--- config.mk ---
export PLATFORM = sky130hd
export DESIGN_NAME = monte_move_scheduler
export DESIGN_NICKNAME = d
export VERILOG_FILES = /design/src/rtl/monte_move_scheduler.sv
export SDC_FILE = /design/constraint.sdc
export NUM_CORES = 1
export LEC_CHECK = 0
export ABC_AREA = 1
export CAP_MARGIN = 20
export CORE_AREA = 2 2 198 142
export CTS_BUF_LIST = sky130_fd_sc_hd__clkbuf_4
export CTS_CLUSTER_DIAMETER = 150
export DETAILED_ROUTE_END_ITERATION = 6
export DIE_AREA = 0 0 200 144
export PLACE_DENSITY = 0.69
export SETUP_SLACK_MARGIN = 0.02
export SLEW_MARGIN = 0
export SYNTH_ARGS = -nofsm -noshare
export SYNTH_HDL_FRONTEND = slang
export SYNTH_SLANG_ARGS = --single-unit
export TNS_END_PERCENT = 30
--- constraint.sdc ---
create_clock -name clk -period 3.2 [get_ports clk]
set_input_delay 0.64 -clock clk [delete_from_list [all_inputs] [get_ports clk]]
set_output_delay 0.64 -clock clk [all_outputs]
set_load 0.1 [all_outputs]
--- src/rtl/monte_move_scheduler.sv ---
// rtl/monte_move_scheduler.sv - sequences the four direction engines through clear, run, snapshot and best-move compare
module monte_move_scheduler #(
    parameter int CLR_CYCLES = 4,
    parameter int RUN_W      = 24
) (
    input  logic             clk,
    input  logic             rst,
    input  logic             start,
    input  logic             abort,
    input  logic [7:0]       seed_in,
    input  logic [RUN_W-1:0] run_cycles,
    input  logic [127:0]     eng_total,
    output logic             eng_rst,
    output logic [7:0]       eng_seed,
    output logic             busy,
    output logic             done,
    output logic             seed_err,
    output logic [1:0]       best_dir,
    output logic [31:0]      best_total,
    output logic             no_move
);

    localparam int CLR_W = $clog2(CLR_CYCLES + 1);

    typedef enum logic [2:0] {
        S_IDLE, S_CLEAR, S_RUN, S_SNAP, S_CMP, S_DONE
    } state_t;

    state_t              state_q, state_d;
    logic [CLR_W-1:0]    clr_cnt_q, clr_cnt_d;
    logic [RUN_W-1:0]    run_cnt_q, run_cnt_d;
    logic [7:0]          seed_q, seed_d;
    logic                seed_err_q, seed_err_d;
    logic [3:0][31:0]    snap_q, snap_d;
    logic [1:0]          cmp_idx_q, cmp_idx_d;
    logic [31:0]         max_q, max_d;
    logic [1:0]          idx_q, idx_d;
    logic [1:0]          best_dir_q, best_dir_d;
    logic [31:0]         best_total_q, best_total_d;
    logic                no_move_q, no_move_d;

    logic [31:0]         cur_total;
    logic                cur_gt;
    logic [31:0]         new_max;
    logic [1:0]          new_idx;

    // Strict greater-than keeps the lower index on ties.
    assign cur_total = snap_q[cmp_idx_q];
    assign cur_gt    = cur_total > max_q;
    assign new_max   = cur_gt ? cur_total : max_q;
    assign new_idx   = cur_gt ? cmp_idx_q : idx_q;

    always_comb begin
        state_d      = state_q;
        clr_cnt_d    = clr_cnt_q;
        run_cnt_d    = run_cnt_q;
        seed_d       = seed_q;
        seed_err_d   = 1'b0;
        snap_d       = snap_q;
        cmp_idx_d    = cmp_idx_q;
        max_d        = max_q;
        idx_d        = idx_q;
        best_dir_d   = best_dir_q;
        best_total_d = best_total_q;
        no_move_d    = no_move_q;

        case (state_q)
            S_IDLE: begin
                if (start && !abort) begin
                    if (seed_in != 8'd0) begin
                        seed_d    = seed_in;
                        run_cnt_d = (run_cycles == '0) ? RUN_W'(1) : run_cycles;
                        clr_cnt_d = CLR_W'(CLR_CYCLES);
                        state_d   = S_CLEAR;
                    end else begin
                        seed_err_d = 1'b1;
                    end
                end
            end
            S_CLEAR: begin
                if (clr_cnt_q != '0) clr_cnt_d = clr_cnt_q - CLR_W'(1);
                if (clr_cnt_q <= CLR_W'(1)) state_d = S_RUN;
            end
            S_RUN: begin
                if (run_cnt_q != '0) run_cnt_d = run_cnt_q - RUN_W'(1);
                if (run_cnt_q <= RUN_W'(1)) state_d = S_SNAP;
            end
            S_SNAP: begin
                snap_d    = eng_total;
                cmp_idx_d = 2'd0;
                max_d     = 32'd0;
                idx_d     = 2'd0;
                state_d   = S_CMP;
            end
            S_CMP: begin
                max_d     = new_max;
                idx_d     = new_idx;
                cmp_idx_d = cmp_idx_q + 2'd1;
                if (cmp_idx_q == 2'd3) begin
                    best_dir_d   = new_idx;
                    best_total_d = new_max;
                    no_move_d    = (new_max == 32'd0);
                    state_d      = S_DONE;
                end
            end
            S_DONE:  state_d = S_IDLE;
            default: state_d = S_IDLE;
        endcase

        // An abort landing on the last compare must not publish partial results.
        if (abort && state_q != S_IDLE) begin
            state_d      = S_IDLE;
            best_dir_d   = best_dir_q;
            best_total_d = best_total_q;
            no_move_d    = no_move_q;
        end
    end

    always_ff @(posedge clk or negedge rst) begin
        if (!rst) begin
            state_q      <= S_IDLE;
            clr_cnt_q    <= '0;
            run_cnt_q    <= '0;
            seed_q       <= 8'd0;
            seed_err_q   <= 1'b0;
            snap_q       <= '0;
            cmp_idx_q    <= 2'd0;
            max_q        <= 32'd0;
            idx_q        <= 2'd0;
            best_dir_q   <= 2'd0;
            best_total_q <= 32'd0;
            no_move_q    <= 1'b0;
        end else begin
            state_q      <= state_d;
            clr_cnt_q    <= clr_cnt_d;
            run_cnt_q    <= run_cnt_d;
            seed_q       <= seed_d;
            seed_err_q   <= seed_err_d;
            snap_q       <= snap_d;
            cmp_idx_q    <= cmp_idx_d;
            max_q        <= max_d;
            idx_q        <= idx_d;
            best_dir_q   <= best_dir_d;
            best_total_q <= best_total_d;
            no_move_q    <= no_move_d;
        end
    end

    // Engines only leave reset while running and during the snapshot cycle.
    assign eng_rst    = !(state_q == S_RUN || state_q == S_SNAP);
    assign eng_seed   = seed_q;
    assign busy       = (state_q != S_IDLE);
    assign done       = (state_q == S_DONE);
    assign seed_err   = seed_err_q;
    assign best_dir   = best_dir_q;
    assign best_total = best_total_q;
    assign no_move    = no_move_q;

endmodule

==> metrics.yaml <==
outcome: "completed"
grt-ovfl-total: 0
p_sw_share_pct: 48.4
total_leakage_power_nw: 7.72
worstPathRequired_ns: 3.83
drv_slew: 0
place.gp.congestion: 0.869
pre_cts_ws_ns: -0.0832
io_pins: 211
synth-seq-cells: 238
drtPass1Iterations: 7
cts.path.max_buffers: 3
dp_hpwl_mm: 25.8
finalPower_mw: 21.3
grt_pass1_wl_mm: 56.8
clk_latency_ns: 0.70
seq_area_um2: 5960
cts_tree: "done"
skew_ns: 0.0630
ant_nets: 0
cp_max_fo: 22
design_area_um2: 16000
syn_to_final_growth_pct: 33.7
placed_cells: 2045
fin_cells: 2178
fin_util_pct: 59.0
p_clk_share_pct: 13.0
timing.hold.ws_ns: 0.468
worstPathArrival_ns: 3.79
ys_warn_count: 0
die_x_um: 200
rsz0062_at_grt: "yes"
powerDensity_nw_per_um2: 1330
tns_ns: 0
wl_per_cell_um: 16.8
fmax_ghz: 0.317
vias: 11400
synth_edf_count: 0
grt_max_degree: 127
nets: 1963
crit_type: "flop to flop"
synth.avg_cell_area_um2: 7.97
tightest_slew_ns: 0.747
switchingPower_mw: 10.3
wirelength_mm: 36.6
syn_nets: 1703
grt_pass1_vias: 10800
period_minus_slack_ns: 3.16
portBuffers: 210
dieArea_um2: 28800
combPwrFrac_pct: 63.5
setup_viol: 0
ys_types: 51
max-slew-margin-rel_pct: 50.1
rows: 51
drive_gt1_share_pct: 17.6
place_area_um2: 14500
core_region_area_um2: 27100
syn_inst: 1502
start_util_pct: 44.1
hold_viol_final: 0
synth_flop_cell: "dfrtp_1"
drv_cap: 0
peakVddDrop_mv: 0.755
cts_buffers: 66
setup_ws_ns: 0.0405
period_share_pct: 98.7
hold_class: "flop to flop"
drt_iter0_drc: 1089
viasPerCell: 5.23
p_int_mw: 11.0
antenna_found_initial: 1
die_h_um: 144
drc_errors: 0
grt_usage_pct: 25.4
h-tree-depth: 3
pwr-share-seq_pct: 23.5
worst_setup_path_start_kind: "flop"
multi_input_area_um2: 5660
synth_seq_area_share_pct: 49.8
syn_area_um2: 12000
cts.sinks: 238
clockRootBuffer: "clkbuf_4"
cp-end-kind: "flop"
ys_async_sr_fraction_pct: 100
fill_cells: 2458
clk_pin_slew_worst_paths_ns: 0.06
[layer usage]
layer,vias to the layer above,track usage [%],part of all wire [%]
met5,-,0,0
met2,467,33.7,41
met1,5409,39.6,49
met3,59,6.69,7.9
li1,5451,-,-
met4,0,7.76,1.7
[path summary, 6_finish.rpt]
check | start | end | slack (ns) | depth (start not counted)
hold reg to reg | snap_q[73] | snap_q[73] | 0.47 | 2
min in group asynchronous | rst | snap_q[82] | 0.49 | 2
hold / removal | snap_q[73] | snap_q[73] | 0.47 | 2
setup / recovery | cmp_idx_q[0] | no_move | 0.04 | 23
max in group asynchronous | rst | max_q[0] | 1.89 | 3
setup reg to reg | cmp_idx_q[0] | no_move | 0.04 | 23
[flip-flops by register name (all words and copies together) (netlist names)]
name	flops
clr_cnt_q	3
idx_q	2
state_q	3
run_cnt_q	24
seed_err	1
best_dir	2
eng_seed	8
snap_q	128
no_move	1
best_total	32
cmp_idx_q	2
max_q	32
[layout by cell type, fill, tap and decap left out, drive strengths merged, types with 9 or more instances in the layout]
cell type      instances
clkbuf                95
clkdlybuf4s50        162
nand2                574
nor4                  10
o22ai                 66
nor2                 121
xor2                  10
dfrtp                238
nand3b                 9
clkinv                20
o21ai                158
a21oi                 34
nand3                 18
nor3                   9
ha                    37
buf                  101
inv                   97
[cell usage after synthesis, types with 3 or more instances]
cell type,count,area share [%]
nor4_1,9,0.47
buf_6,5,0.47
inv_1,88,2.8
nor2_4,3,0.28
a31oi_1,3,0.16
nand3_1,18,0.75
nand2_2,6,0.31
o21ai_0,122,5.1
o21ai_2,11,0.81
nand3b_1,9,0.56
dfrtp_1,238,50
buf_2,14,0.59
inv_2,10,0.31
mux2_2,7,0.66
a21oi_1,33,1.4
nor3_2,4,0.33
nor2_1,113,3.5
ha_1,37,3.9
o22ai_1,66,3.5
buf_1,4,0.13
clkbuf_1,53,1.7
o21ai_1,25,1.0
xor2_1,10,0.73
nor3_1,5,0.21
nor2_2,5,0.26
nand2_1,565,18
nand4_1,7,0.37
[area by class of cell]
class                   count  area share (%)
diodes                      2          0.0313
clock buffers              91            4.27
clock inverters            20           0.853
inverters                 100            2.39
multi-input cells        1088            35.4
flip-flops and latches    238            37.2
well taps                 371            2.90
repair buffers            268            16.9
[power groups by stage]
stage               Combinational [mW]  Clock, mW  Sequential (mW)
floorplan                         7.28          0             5.25
global route                      14.8       3.01             5.11
detailed placement                11.1          0             4.97
global placement                  10.9          0             4.96
CTS                               11.4       2.85             4.93
finish                            13.5       2.77             5.00
[what timing repair did]
item / in CTS / in global routing
gates cloned: 1 / 6
gates resized for setup: 13 / 103
hold buffers: 1 / 0
hold endpoints to repair: 58 / 0
endpoints found under the setup margin: 1 / 20
buffers inserted: 0 / 11
pin swaps: 0 / 19
[critical path, stage by stage (launching register included)]
cell	delay (ns)
dfrtp_2	0.47
buf_4	0.18
clkbuf_16	0.19
nor2_2	0.12
o22ai_2	0.11
ha_1	0.33
nand2_1	0.09
nand2_1	0.06
nand2_1	0.07
nand2_1	0.05
nand2_1	0.06
nand3_1	0.10
a21oi_2	0.19
nand2_4	0.11
nand2_8	0.14
clkbuf_16	0.16
nand2_1	0.05
nand2_1	0.09
nand2_1	0.08
nor2_1	0.12
nand3_1	0.12
nor2_1	0.10
nand2_1	0.05
nand2_1	0.05
[kinds of logic (layout without fill, tap and decap cells)]
family,count (synthesis),count (layout),share of synthesized area (%)
XOR/XNOR,10,10,0.732
AO/OA/AOI/OAI,281,281,13.4
adder cells (fa/ha/maj),37,37,3.87
other,0,2,0
multiplexers,8,8,0.753
flip-flops,238,238,49.8
buffers and inverters,177,479,6.04
AND/OR/NAND/NOR,751,752,25.4
Note: power is estimated with default switching activity, not from simulation.
==> variant 1 (config.mk and constraints unchanged) <==
Register the outputs `busy` and `done`, without a reset; this adds one clock of latency there. The other outputs are not delayed to match.
--- a/src/rtl/monte_move_scheduler.sv
+++ b/src/rtl/monte_move_scheduler.sv
@@ -149,8 +149,10 @@
     // Engines only leave reset while running and during the snapshot cycle.
     assign eng_rst    = !(state_q == S_RUN || state_q == S_SNAP);
     assign eng_seed   = seed_q;
-    assign busy       = (state_q != S_IDLE);
-    assign done       = (state_q == S_DONE);
+    always_ff @(posedge clk) begin
+        busy <= (state_q != S_IDLE);
+        done <= (state_q == S_DONE);
+    end
     assign seed_err   = seed_err_q;
     assign best_dir   = best_dir_q;
     assign best_total = best_total_q;
Function: changed (Yosys sat finds a counterexample within 4 cycles, from zero or initial values and one cycle with rst low).
==> variant 1 against the original RTL <==
Final area decreased by 1.4%; first-iteration DRC count shrank 13%; wire length is 2.3% lower; critical path depth is 3 lower; clock power is 7% lower; synthesized area rose by 0.33%; power decreased by 3.7%; sequential cell count is 2 higher; critical endpoint unchanged; via count down 2.0%; setup slack better by 100 ps.
==> variant 1: results (changes against the original RTL) <==
[metrics] worst r2r path cells: 20 (was 23)
[metrics] worst min path class: in -> reg (was reg -> reg)
[metrics] proportion of synthesized flip-flops having asynchronous set or reset: 99.2% (was 100%)
[metrics] result of the run: finished clean (unchanged)
[metrics] Clock net power: 2580 uW (was 2770 uW)
[metrics] via count of the first global-routing pass: 10.5k (was 10.8k)
[metrics] Placement Setup Slack: 39.0 ps (was -83.2 ps)
[metrics] first-pass GRT wire length: 55900 um (was 56800 um)
[metrics] Post-Synthesis Net Count: 1705 (was 1703)
[metrics] met1 Use GR: 40.1% (was 39.6%)
[metrics] sequential fraction of design power: 24.1% (was 23.5%)
[metrics] clock slew at reported path FFs: 80 ps (was 60 ps)
[metrics] maximum fanout along the worst path: 28 (was 22)
[metrics] biggest cell delay along the critical path: 500 ps (was 470 ps)
[metrics] insertion delay to the later sink of the worst-skew pair: 750 ps (was 700 ps)
[metrics] number of iterations in the first detailed-routing pass: 5 (was 7)
[metrics] initial antenna violation count: 2 (was 1)
[metrics] RePlAce Congestion: 0.910 (was 0.869)
[metrics] worst relative slew slack: 44.3% (was 50.1%)
[metrics] Nets: 1975 (was 1963)
[metrics] initial drt markers: 943 (was 1089)
[metrics] Hold EP: snap_q[5]$_DFFE_PN0P_ (was snap_q[73]$_DFFE_PN0P_)
[metrics] portion of the clock cycle consumed by the worst path in the final layout: 95.6% (was 98.7%)
[metrics] sequential area share after synthesis: 49.9% (was 49.8%)
[metrics] Global Route met3 Usage: 4.76% (was 6.69%)
[metrics] clock skew: 54.7 ps (was 63.0 ps)
[metrics] vias after detailed routing: 11.2k (was 11.4k)
[metrics] worst hold start: eng_total[5] (was snap_q[73]$_DFFE_PN0P_)
[metrics] TritonCTS Buffers: 60 (was 66)
[metrics] M2 GR Usage: 33.5% (was 33.7%)
[metrics] top cells by area, synth: sky130_fd_sc_hd__dfrtp_1 (50%), sky130_fd_sc_hd__nand2_1 (18%), sky130_fd_sc_hd__o21ai_0 (5.1%) (unchanged)
[metrics] maximum number of pins on one net before global-route repair: 116 (was 127)
[metrics] worst reg-to-reg setup slack: 140 ps (was 40 ps)
[metrics] overall routed net length: 35800 um (was 36600 um)
[metrics] worst vdd ir: 0.643 mV (was 0.755 mV)
variant 1: changes by cell type in the layout (fill, tap and decap cells not counted), sizes merged:
cell and change:
buf +18, clkbuf -5, clkinv -3, dfxtp +2
bufinv -1, clkinvlp -1, inv -1, nand2 -1
variant 1: per-layer routing:
metal | up-vias | part of all wire [%]
li1 | 5481 | -
met1 | 5206 | 51
met2 | 430 | 40
met3 | 43 | 7.9
met4 | 0 | 1.3
met5 | - | 0
variant 1: stage by stage:
step | total power [uW] | TNS [ps] | hold slack (ps) | utilization [%] | cells
after floorplan | 12600 | 0 | 344 | - | 1504
after global placement | 16600 | 0 | 450 | 54.4 | 2074
after detailed placement | 17000 | 0 | 453 | 54.5 | 2075
after CTS | 19700 | 0 | 372 | 57.4 | 2177
after global routing | 22200 | -181 | 369 | 58.2 | 2186
final | 20500 | 0 | 428 | 58.2 | 2186
variant 1: timing repair:
action                                  in CTS  in global routing
hold endpoints to repair                    54                  0
buffers inserted                             0                  5
pin swaps                                    0                  6
cloned                                       0                  2
hold buffers                                 1                  0
resized for setup                            6                 38
endpoints found under the setup margin       1                 43
variant 1: kinds of logic (layout without fill, tap and decap cells):
logic type	count (synthesis)	count (layout)	synth area share [%]
adders and majority gates	37	37	3.86
DFF	240	240	49.9
and+or+nand+nor	751	751	25.4
AOI/OAI and AO/OA	281	281	13.3
muxes	8	8	0.750
xor gates and xnor gates	10	10	0.730
buffers and inverters	177	486	6.02
other	0	2	0
variant 1: layout make-up:
cell class,count,area [um^2]
clock buffers,87,653
multi-input cells,1087,5440
fillers,2498,11300
inverters,100,379
well taps,371,464
flip-flops and latches,240,6000
diodes,2,5.00
repair buffers,285,2740
clock inverters,14,90.1
==> variant 2 (config.mk and constraints unchanged) <==
Without the edit above. Change the parameter `RUN_W` from 24 to 48.
--- a/src/rtl/monte_move_scheduler.sv
+++ b/src/rtl/monte_move_scheduler.sv
@@ -1,7 +1,7 @@
 // rtl/monte_move_scheduler.sv - sequences the four direction engines through clear, run, snapshot and best-move compare
 module monte_move_scheduler #(
     parameter int CLR_CYCLES = 4,
-    parameter int RUN_W      = 24
+    parameter int RUN_W      = 48
 ) (
     input  logic             clk,
     input  logic             rst,
Interface: changed (resized run_cycles); port bits go from 211 to 235. No check against the original RTL was run, so the function may have changed too.
==> variant 2 against the original RTL <==
Final area is 12% higher; synthesized area is 15% higher; setup slack worse by 21 ps; utilization is 7.3 points higher; power is 5.4% higher; sequential cell count is 24 higher; global-route usage is 4.5 points higher; wire length is 18% higher; critical path type unchanged; largest cell class is now multi-input gates.
==> variant 2: results (changes against the original RTL) <==
[metrics] result of the run: finished clean (unchanged)
[metrics] Post-Synthesis Net Count: 2025 (was 1703)
[metrics] Commonest cells post-synth: sky130_fd_sc_hd__nand2_1 (631), sky130_fd_sc_hd__dfrtp_1 (262), sky130_fd_sc_hd__nor2_1 (177), sky130_fd_sc_hd__o21ai_0 (163), sky130_fd_sc_hd__inv_1 (128) (was sky130_fd_sc_hd__nand2_1 (565), sky130_fd_sc_hd__dfrtp_1 (238), sky130_fd_sc_hd__o21ai_0 (122), sky130_fd_sc_hd__nor2_1 (113), sky130_fd_sc_hd__inv_1 (88))
[metrics] fraction of synthesized area in multiplexers: 0.145% (was 0.753%)
[metrics] first-pass GRT wire length: 65900 um (was 56800 um)
[metrics] leakage power: 0.00867 uW (was 0.00772 uW)
[metrics] DR vias/cell: 5.36 (was 5.23)
[metrics] sequential area share after synthesis: 47.5% (was 49.8%)
[metrics] layout cell share with drive strength beyond 1: 14.5% (was 17.6%)
[metrics] TritonCTS Buffers: 68 (was 66)
[metrics] critical path arrival: 3800 ps (was 3790 ps)
[metrics] Top FF cell, synth: sky130_fd_sc_hd__dfrtp_1 (unchanged)
[metrics] via count of the first global-routing pass: 12.2k (was 10.8k)
[metrics] clock skew: 55.1 ps (was 63.0 ps)
[metrics] RePlAce Congestion: 0.973 (was 0.869)
[metrics] worst min path class: in -> async (was reg -> reg)
[metrics] worst vdd ir: 0.656 mV (was 0.755 mV)
[metrics] net switching fraction of the power: 48.5% (was 48.4%)
[metrics] number of iterations in the first detailed-routing pass: 6 (was 7)
[metrics] GRT Total Usage: 29.9% (was 25.4%)
[metrics] post-synthesis share of cell area spent on xor and xnor gates: 1.78% (was 0.732%)
[metrics] maximum fanout along the worst path: 36 (was 22)
[metrics] # H-tree levels: 3 (unchanged)
[metrics] transition time at the pin with the least slew margin: 692 ps (was 747 ps)
[metrics] worst r2r path cells: 19 (was 23)
[metrics] buffers added on ports: 234 (was 210)
[metrics] DP HPWL: 31100 um (was 25800 um)
-- variant 2: timing repair --
item | CTS | global route
endpoints found under the setup margin | 2 | 24
cloned | 1 | 4
pin swaps | 1 | 12
hold endpoints to repair | 55 | 0
buffers inserted | 0 | 4
hold buffers | 1 | 0
gates resized for setup | 7 | 92
-- variant 2: final timing paths --
check,end,slack [ps]
setup / recovery,no_move$_DFFE_PN0P_,20
hold / removal,run_cnt_q[42]$_DFFE_PN0P_,440
setup reg to reg,no_move$_DFFE_PN0P_,20
hold reg to reg,snap_q[93]$_DFFE_PN0P_,470
max in group asynchronous,snap_q[69]$_DFFE_PN0P_,1780
min in group clk,snap_q[93]$_DFFE_PN0P_,470
-- variant 2: metrics by stage --
step	setup WS (ps)	util [%]	setup TNS, ps	area, um^2	instances
after floorplan	80.5	-	0	13800	1800
after global placement	77.3	61.3	0	16600	2371
after detailed placement	-34.9	61.3	-34.9	16600	2371
after CTS	21.8	64.7	0	17500	2489
after global routing	-110	66.2	-115	18000	2498
final	19.3	66.2	0	18000	2498
-- variant 2: logic make-up (layout without fill, tap and decap cells) --
family                   after synthesis  in the layout
AO/OA/AOI/OAI                        328            328
XOR/XNOR                              28             28
buffers and inverters                222            548
adder cells (fa/ha/maj)               37             37
multiplexers                           2              2
other                                  0              1
AND/OR/NAND/NOR                      921            921
flip-flops                           262            262
-- variant 2: final cells by class --
type | count | area, um^2
Fill cell | 2324 | 9150
Multi-Input combinational cell | 1316 | 6630
Sequential cell | 262 | 6560
Timing Repair Buffer | 298 | 2950
Clock buffer | 93 | 698
Inverter | 134 | 518
Tap cell | 371 | 464
Clock inverter | 23 | 141
Antenna cell | 1 | 2.50
-- variant 2: power groups by stage --
stage          logic [uW]  registers (uW)  clock network, uW
6_report            13800            5660               2900
5_1_grt             15200            5810               3160
4_1_cts             12300            5610               2970
3_5_place_dp        12200            5660                  0
3_3_place_gp        11800            5660                  0
2_1_floorplan        7530            5860                  0
-- variant 2: per-layer routing --
layer | GRT usage [%] | vias up | routed length [um]
met1 | 49.1 | 6232 | 21200
met3 | 7.70 | 53 | 4390
met5 | 0 | - | 0
li1 | - | 6476 | -
met4 | 7.45 | 0 | 610
met2 | 37.9 | 636 | 16900
